File: config.mk
export PLATFORM = sky130hd
export DESIGN_NAME = word_desconcatenador_flat
export DESIGN_NICKNAME = d
export VERILOG_FILES = /design/src/rtl/word_desconcatenador_pkg.sv /design/src/rtl/word_desconcatenador_if.sv /design/src/rtl/word_desconcatenador_shift_reg.sv /design/src/rtl/word_desconcatenador.sv /design/src/flat_wrapper.sv
export SDC_FILE = /design/constraint.sdc
export NUM_CORES = 1
export LEC_CHECK = 0
export ABC_AREA = 0
export CELL_PAD_IN_SITES_DETAIL_PLACEMENT = 0
export CELL_PAD_IN_SITES_GLOBAL_PLACEMENT = 1
export CORE_MARGIN = 2
export CORE_UTILIZATION = 31
export DETAILED_ROUTE_END_ITERATION = 10
export PLACE_DENSITY_LB_ADDON = 0.15
export SYNTH_ARGS = -nofsm -noshare
export SYNTH_HDL_FRONTEND = slang
export SYNTH_SLANG_ARGS = --single-unit
export TNS_END_PERCENT = 20
File: constraint.sdc
create_clock -name clk -period 1.4 [get_ports clk]
set_input_delay 0.42 -clock clk [delete_from_list [all_inputs] [get_ports clk]]
set_output_delay 0.42 -clock clk [all_outputs]
set_load 0.05 [all_outputs]
File: src/rtl/word_desconcatenador_pkg.sv
`default_nettype none
// ============================================================================
//  Module      : rtc_split_pkg
//  Description : Shared types and elaboration helpers for the word splitter
//                (inverse of the RTC {segundo, primero} concatenation stage).
//  Revision    : 1.0 - initial release
// ============================================================================
package rtc_split_pkg;

  // Two-state controller: waiting for a word, or emitting its pieces.
  typedef enum logic [0:0] {
    IDLE = 1'b0,
    EMIT = 1'b1
  } state_t;

  // Number of pieces a word is split into.
  function automatic int calc_n_pieces(input int word_w, input int piece_w);
    return word_w / piece_w;
  endfunction

  // Width of the piece index counter; never below one bit.
  function automatic int calc_cnt_w(input int n_pieces);
    return (n_pieces < 2) ? 1 : $clog2(n_pieces);
  endfunction

  // Legal geometry: whole number of pieces, and at least two of them.
  function automatic bit params_ok(input int word_w, input int piece_w);
    return (piece_w > 0) && ((word_w % piece_w) == 0) && ((word_w / piece_w) >= 2);
  endfunction

endpackage
`default_nettype wire

File: src/rtl/word_desconcatenador_if.sv
`default_nettype none
// ============================================================================
//  Module      : word_desconcatenador_if
//  Description : Valid/ready bundle for the word splitter. The upstream side
//                offers words, the downstream side consumes pieces.
//  Revision    : 1.0 - initial release
// ============================================================================
interface word_desconcatenador_if #(
  parameter int WORD_W  = 8,
  parameter int PIECE_W = 2
);
  logic [WORD_W-1:0]  in_data;
  logic               in_valid;
  logic               in_ready;
  logic [PIECE_W-1:0] out_piece;
  logic               out_valid;
  logic               out_ready;
  logic               out_first;
  logic               out_last;
  logic               busy;

  // Environment view: drives words and piece acceptance.
  modport master (
    output in_data, in_valid, out_ready,
    input  in_ready, out_piece, out_valid, out_first, out_last, busy
  );

  // Splitter view.
  modport slave (
    input  in_data, in_valid, out_ready,
    output in_ready, out_piece, out_valid, out_first, out_last, busy
  );
endinterface
`default_nettype wire

File: src/rtl/word_desconcatenador_shift_reg.sv
`default_nettype none
// ============================================================================
//  Module      : desconcat_shift_reg
//  Description : Load/shift register holding the word being split. Shifts
//                right by one piece with zero fill; load wins over shift.
//  Revision    : 1.0 - initial release
// ============================================================================
module desconcat_shift_reg #(
  parameter int WORD_W  = 8,
  parameter int PIECE_W = 2
) (
  input  wire logic               clk,
  input  wire logic               reset,
  input  wire logic               load,
  input  wire logic               shift,
  input  wire logic [WORD_W-1:0]  d,
  output      logic [PIECE_W-1:0] q
);

  logic [WORD_W-1:0] r_shreg;

  // Word storage: capture a new word, or drop the piece just consumed.
  always_ff @(posedge clk) begin
    if (reset) begin
      r_shreg <= '0;
    end else if (load) begin
      r_shreg <= d;
    end else if (shift) begin
      r_shreg <= r_shreg >> PIECE_W;
    end
  end

  // The current piece always sits in the LSBs.
  assign q = r_shreg[PIECE_W-1:0];

endmodule
`default_nettype wire

File: src/rtl/word_desconcatenador.sv
`default_nettype none
// ============================================================================
//  Module      : word_desconcatenador
//  Description : Splits a WORD_W word into WORD_W/PIECE_W pieces, emitted
//                LSB piece first, one per output handshake. A new word can be
//                taken on the same cycle the last piece leaves (no bubble).
//  Revision    : 1.0 - initial release
// ============================================================================
module word_desconcatenador
  import rtc_split_pkg::*;
#(
  parameter int WORD_W  = 8,
  parameter int PIECE_W = 2
) (
  input wire logic              clk,
  input wire logic              reset,
  word_desconcatenador_if.slave bus
);

  localparam int N_PIECES = calc_n_pieces(WORD_W, PIECE_W);
  localparam int c_CNT_W  = calc_cnt_w(N_PIECES);
  localparam logic [c_CNT_W-1:0] c_LAST_IDX = c_CNT_W'(N_PIECES - 1);
  localparam logic [c_CNT_W-1:0] c_IDX_ONE  = c_CNT_W'(1);

  // Reject geometries that cannot be split into two or more whole pieces.
  generate
    if (!params_ok(WORD_W, PIECE_W)) begin : g_param_check
      $error("word_desconcatenador: WORD_W must be a multiple of PIECE_W with at least 2 pieces");
    end
  endgenerate

  state_t             r_state;
  state_t             w_state_nxt;
  logic [c_CNT_W-1:0] r_idx;
  logic [c_CNT_W-1:0] w_idx_nxt;
  logic               w_load;
  logic               w_shift;
  logic               w_last;
  logic [PIECE_W-1:0] w_piece;

  assign w_last = (r_idx == c_LAST_IDX);

  // Controller state and piece index.
  always_ff @(posedge clk) begin
    if (reset) begin
      r_state <= IDLE;
      r_idx   <= '0;
    end else begin
      r_state <= w_state_nxt;
      r_idx   <= w_idx_nxt;
    end
  end

  // Next state, index and shift-register control from both handshakes.
  always_comb begin
    w_state_nxt = r_state;
    w_idx_nxt   = r_idx;
    w_load      = 1'b0;
    w_shift     = 1'b0;
    case (r_state)
      IDLE: begin
        if (bus.in_valid) begin
          w_state_nxt = EMIT;
          w_idx_nxt   = '0;
          w_load      = 1'b1;
        end
      end
      EMIT: begin
        if (bus.out_ready) begin
          if (!w_last) begin
            w_idx_nxt = r_idx + c_IDX_ONE;
            w_shift   = 1'b1;
          end else if (bus.in_valid) begin
            // Last piece leaves while the next word arrives: reload in place.
            w_idx_nxt = '0;
            w_load    = 1'b1;
          end else begin
            w_state_nxt = IDLE;
            w_idx_nxt   = '0;
          end
        end
      end
      default: begin
        w_state_nxt = IDLE;
        w_idx_nxt   = '0;
      end
    endcase
  end

  desconcat_shift_reg #(
    .WORD_W  (WORD_W),
    .PIECE_W (PIECE_W)
  ) u_shreg (
    .clk   (clk),
    .reset (reset),
    .load  (w_load),
    .shift (w_shift),
    .d     (bus.in_data),
    .q     (w_piece)
  );

  // out_ready -> in_ready is the single combinational path through the block.
  assign bus.in_ready  = (r_state == IDLE) || (w_last && bus.out_ready);
  assign bus.out_piece = w_piece;
  assign bus.out_valid = (r_state == EMIT);
  assign bus.busy      = (r_state == EMIT);
  assign bus.out_first = (r_idx == '0);
  assign bus.out_last  = w_last;

endmodule
`default_nettype wire

File: src/flat_wrapper.sv
// flat-port wrapper written by rule: the top's interface ports become plain ports
module word_desconcatenador_flat import rtc_split_pkg::*;
#(
  parameter int WORD_W  = 8,
  parameter int PIECE_W = 2
)
  (clk, reset, bus_in_data, bus_in_valid, bus_out_ready, bus_in_ready, bus_out_piece, bus_out_valid, bus_out_first, bus_out_last, bus_busy);
  word_desconcatenador_if #(.WORD_W(WORD_W), .PIECE_W(PIECE_W)) bus_i ();
  input wire logic clk;
  input wire logic reset;
  input wire logic [$bits(bus_i.in_data)-1:0] bus_in_data;
  input wire logic [$bits(bus_i.in_valid)-1:0] bus_in_valid;
  input wire logic [$bits(bus_i.out_ready)-1:0] bus_out_ready;
  output wire logic [$bits(bus_i.in_ready)-1:0] bus_in_ready;
  output wire logic [$bits(bus_i.out_piece)-1:0] bus_out_piece;
  output wire logic [$bits(bus_i.out_valid)-1:0] bus_out_valid;
  output wire logic [$bits(bus_i.out_first)-1:0] bus_out_first;
  output wire logic [$bits(bus_i.out_last)-1:0] bus_out_last;
  output wire logic [$bits(bus_i.busy)-1:0] bus_busy;
  assign bus_i.in_data = bus_in_data;
  assign bus_i.in_valid = bus_in_valid;
  assign bus_i.out_ready = bus_out_ready;
  assign bus_in_ready = bus_i.in_ready;
  assign bus_out_piece = bus_i.out_piece;
  assign bus_out_valid = bus_i.out_valid;
  assign bus_out_first = bus_i.out_first;
  assign bus_out_last = bus_i.out_last;
  assign bus_busy = bus_i.busy;
  word_desconcatenador #(.WORD_W(WORD_W), .PIECE_W(PIECE_W)) u_core (.clk(clk), .reset(reset), .bus(bus_i));
endmodule
## After elaboration in Yosys (flattened, before gate mapping)

Cells that the tools add are included.

| cells by class | value |
|---|---|
| add/sub/neg operators | 1 |
| multiplexer cells | 16 |
| bitwise logic cells | 1 |
| eq/ne operators | 3 |
| reductions and logical operators | 5 |

Operators by type and width:

| kind | number |
|---|---|
| 2-to-1 mux 8 bit | 2 |
| 2-to-1 mux 1 bit | 8 |
| 2-to-1 mux 2 bit | 3 |
| != test 2 bit, second input constant | 2 |
| case mux 1 bit (2 select lines) | 2 |
| case mux 2 bit (2 select lines) | 1 |
| adder 2 x 1 -> 2 bit, second input constant | 1 |
| equality test 2 bit, second input constant | 1 |
| logical NOT 2 bit | 1 |
| AND reduction 2 bit | 1 |
| nonzero test 2 bit | 1 |
| logical AND 1 bit | 1 |
| logical OR 1 bit | 1 |
| NOT 1 bit | 1 |

| storage, ports and cells | value |
|---|---|
| flip-flop bits (word level) | 11 |
| input port bits | 12 |
| logic and storage cells | 29 |
| output and inout port bits | 7 |

## Depth between registers and ports, before layout

| logic depth | value |
|---|---|
| word-level depth | 6 |
| gate-level depth with buffers | 5 |

## Modules after synthesis

From an unflattened synthesis, not the netlist that was laid out.

| second synthesis, totals | value |
|---|---|
| cells, all modules | 60 |
| area, all modules | 596.8 um^2 |

By module, submodules not included:

| module | area each (um^2) | cells an instance | instances |
|---|---|---|---|
| desconcat_shift_reg | 390.4 | 38 | 1 |
| word_desconcatenador | 206.4 | 22 | 1 |

## Worst setup path before layout

No wires, ideal clock.

| timing path | value |
|---|---|
| kind | reg2out |
| start | register u_core.r_state (netlist: u_core.bus.busy) |
| end | output port bus_in_ready |
| cell stages (with the launch flop) | 3 |
| path buffers | 0 |
| arrival | 1231 ps |
| path slack | -251 ps |
| data required time | 980 ps |
| path through | dfxtp_1 -> a21boi_4 -> inv_2 |

| on the way | value |
|---|---|
| cells in the longest elaborated chain, start to end | 2 |

Ends and longest elaborated chain:

| element | RTL line | text |
|---|---|---|
| from (decl) | word_desconcatenador.sv:32 | `state_t r_state;` |
| from (signal assigned) | word_desconcatenador.sv:49 | `r_state <= w_state_nxt;` |
| NOT 1 bit | word_desconcatenador.sv:103 | `assign bus.in_ready = (r_state == IDLE) \|\| (w_last && bus.out_ready);` |
| logical OR 1 bit | word_desconcatenador.sv:103 |  |
| to (decl) | flat_wrapper.sv:14 | `output wire logic [$bits(bus_i.in_ready)-1:0] bus_in_ready;` |

No other way between the ends.

## Worst setup path after layout

| timing path | value |
|---|---|
| start | register u_core.r_idx[0] |
| end | output port bus_in_ready |

| on the way | value |
|---|---|
| cells in the longest elaborated chain, start to end | 3 |

Ends and longest elaborated chain:

| element | RTL line | text |
|---|---|---|
| from (decl) | word_desconcatenador.sv:34 | `logic [c_CNT_W-1:0] r_idx;` |
| from (signal assigned) | word_desconcatenador.sv:50 | `r_idx <= w_idx_nxt;` |
| equality test 2 bit | word_desconcatenador.sv:41 | `assign w_last = (r_idx == c_LAST_IDX);` |
| logical AND 1 bit | word_desconcatenador.sv:103 |  |
| logical OR 1 bit | word_desconcatenador.sv:103 |  |

No other way between the ends.

==> flow_summary.toml <==
[timing]
fin_skew_ns = 0.00174
fmax_ghz = 0.646
min_period_ns = 1.55
setup_ws_ns = -0.148
finalMaxSlewViolations = 0
rsz0062_at_grt = "true"
setup_viol = 3
period_share_pct = 111
hold_viol_final = 0
max_slew_margin_pct = 87.4
tightest_slew_ns = 0.183

[synth]
synthCells = 57
async_reset_ff_share_pct = 0
yosysTopAreaCell = "dfxtp_1"
ys.flop_type = "dfxtp_1"
synth_top_area_share_pct = 39.6
ys_warn_count = 0
yosysUniqueCellTypes = 21
syn-num-nets = 72
synth_area_um2 = 556
synth_edf_count = 0
syn_avg_cell_area_um2 = 9.75
ys_seq_elements = 11
synth.area.top_cells = "dfxtp_1 (40%), mux2i_1 (13%), a211oi_1 (8.1%), ha_1 (6.8%), nor3_1 (5.4%)"
yosysSeqAreaShare_pct = 39.6

[cells_and_area]
nets = 98
syn_to_final_growth_pct = 63.3
post-route-util_pct = 53.1
antennaDiodeCount = 0
drive_gt1_share_pct = 32.9
fin_area_um2 = 907

[die]
die_w_um = 46.3
core_um2 = 1710
initial_core_util_pct = 32.5
die_h_um = 46.3
ios = 19
rows = 15
dieArea_um2 = 2150

[power_and_ir_drop]
p_per_area_nw_per_um2 = 875
p_leak_nw = 0.376
peakVddDrop_mv = 0.554
finalPower_uw = 794

[worst_setup_path]
critPathArrivalTime_ns = 1.13
critPathMaxFanout = 4
endpoint_kind = "primary output"
path_class = "flip-flop to primary output"
cp-start-kind = "flip-flop"
required_ns = 0.98

[drt]
drt_iter0_drc = 1
vias = 502
vias_per_cell = 4.69
wl_um = 1160
drc = 0
route.detailed.wl_per_inst_um = 10.8
drt-pass1-iter-count = 2
postRouteAntennaNets = 0

[clock_network]
root_buffer = "clkbuf_4"
path_clk_slew_ns = 0.07
cts.path.max_buffers = 2
post_cts_buffers = 0
cts_sinks = 11
cts_hold_buf = 0
htree_levels = 1
insertion_delay_ns = 0.27
cts_tree = "built"
numCtsBuffers = 3

[global_routing]
grt_pass1_vias = 458
grt_start_max_net_pins = 10
grt-busiest-layer = "met2"
grt_overflow = 0
met2_usage_pct = 20.3
grtUsageMet1_pct = 17.2
grt_pass1_wl_um = 1990
grtUsageMet3_pct = 7.45
grt_antenna_before_repair = 0
grt_use_total_pct = 13.4

[outcome]
failed_checks = "negative setup slack"
outcome = "finished, violations left"

[placement]
placed_cell_area_um2 = 863
gp_congestion = 0.719
hpwlAfterDp_um = 865
numPortBuffers = 18

[flow_run]
drv_cap = 0

[hold_path]
hold_path.class = "flip-flop to flip-flop"
-- metrics by stage --
stage | setup slack (ns) | cells | setup TNS, ns | hold slack (ns)
after floorplan | -0.0349 | 57 | -0.0349 | 0.468
after global placement | -0.348 | 103 | -3.01 | 0.475
after detailed placement | -0.349 | 103 | -3.15 | 0.481
after CTS | -0.154 | 107 | -0.385 | 0.492
after global routing | -0.187 | 107 | -0.500 | 0.520
final | -0.148 | 107 | -0.372 | 0.487
-- cell type report --
| class | count | area (um2) |
|---|---|---|
| Fill cell | 157 | 801 |
| Tap cell | 25 | 31.3 |
| Timing Repair Buffer | 26 | 309 |
| Clock buffer | 4 | 26.3 |
| Multi-Input combinational cell | 37 | 298 |
| Sequential cell | 11 | 224 |
| Inverter | 4 | 18.8 |
-- registers in the layout, indices dropped and copies added, names as in the netlist --
name                    cells
u_core.r_idx                2
u_core.u_shreg.r_shreg      8
u_core.bus.busy             1
-- kinds of logic (layout without fill, tap and decap cells) --
group | count (synthesis) | count (layout) | synth area share [%]
buf+inv | 9 | 34 | 9.46
fa+ha+maj | 3 | 3 | 6.76
compound gates | 14 | 14 | 19.4
flops | 11 | 11 | 39.6
mux | 7 | 7 | 12.6
simple gates | 13 | 13 | 12.2
-- routing by layer --
metal / wire length (um) / share of wire, %
met1: 542 / 47
met2: 537 / 46
met3: 75 / 6.5
met4: 0 / 0
met5: 0 / 0
-- final timing paths --
| check | slack, ns | from | endpoint | cells past startpoint |
|---|---|---|---|---|
| min | 0.49 | u_core.u_shreg.r_shreg[6] | u_core.u_shreg.r_shreg[6] | 2 |
| max reg2reg | 0.09 | u_core.r_idx[0] | u_core.u_shreg.r_shreg[3] | 5 |
| min reg2reg | 0.49 | u_core.u_shreg.r_shreg[6] | u_core.u_shreg.r_shreg[6] | 2 |
| max | -0.15 | u_core.r_idx[0] | bus_in_ready | 4 |
-- cells in the mapped netlist, types with 2 or more instances --
cell	count
ha_1	3
dfxtp_1	11
a21oi_1	4
nor3_1	6
nand3_1	2
inv_1	2
mux2i_1	7
buf_4	3
a211oi_1	6
o211ai_1	2
-- critical path, cell delays in order (launching register included) --
cell,delay (ns)
dfxtp_2,0.36
ha_4,0.17
a21boi_4,0.13
inv_2,0.06
buf_12,0.14
-- layout by cell type, fill, tap and decap left out, types with 2 or more instances in the layout --
master	instances
a211oi_1	6
a21oi_1	4
buf_12	7
buf_4	8
clkbuf_4	3
clkdlybuf4s50_1	10
dfxtp_1	8
dfxtp_2	3
inv_1	2
mux2i_1	7
nand3_1	2
nor3_1	6
o211ai_1	2
-- where the power goes --
| part | switching [mW] | internal [mW] |
|---|---|---|
| combinational | 0.106 | 0.119 |
| sequential | 0.0175 | 0.335 |
| clock | 0.106 | 0.110 |
-- repair_timing --
action                                  in CTS  in global routing
endpoints found under the setup margin       9                  4
endpoints found under the hold margin        0                  0
resized for setup                            5                  1
(Power assumes the default switching activity.)
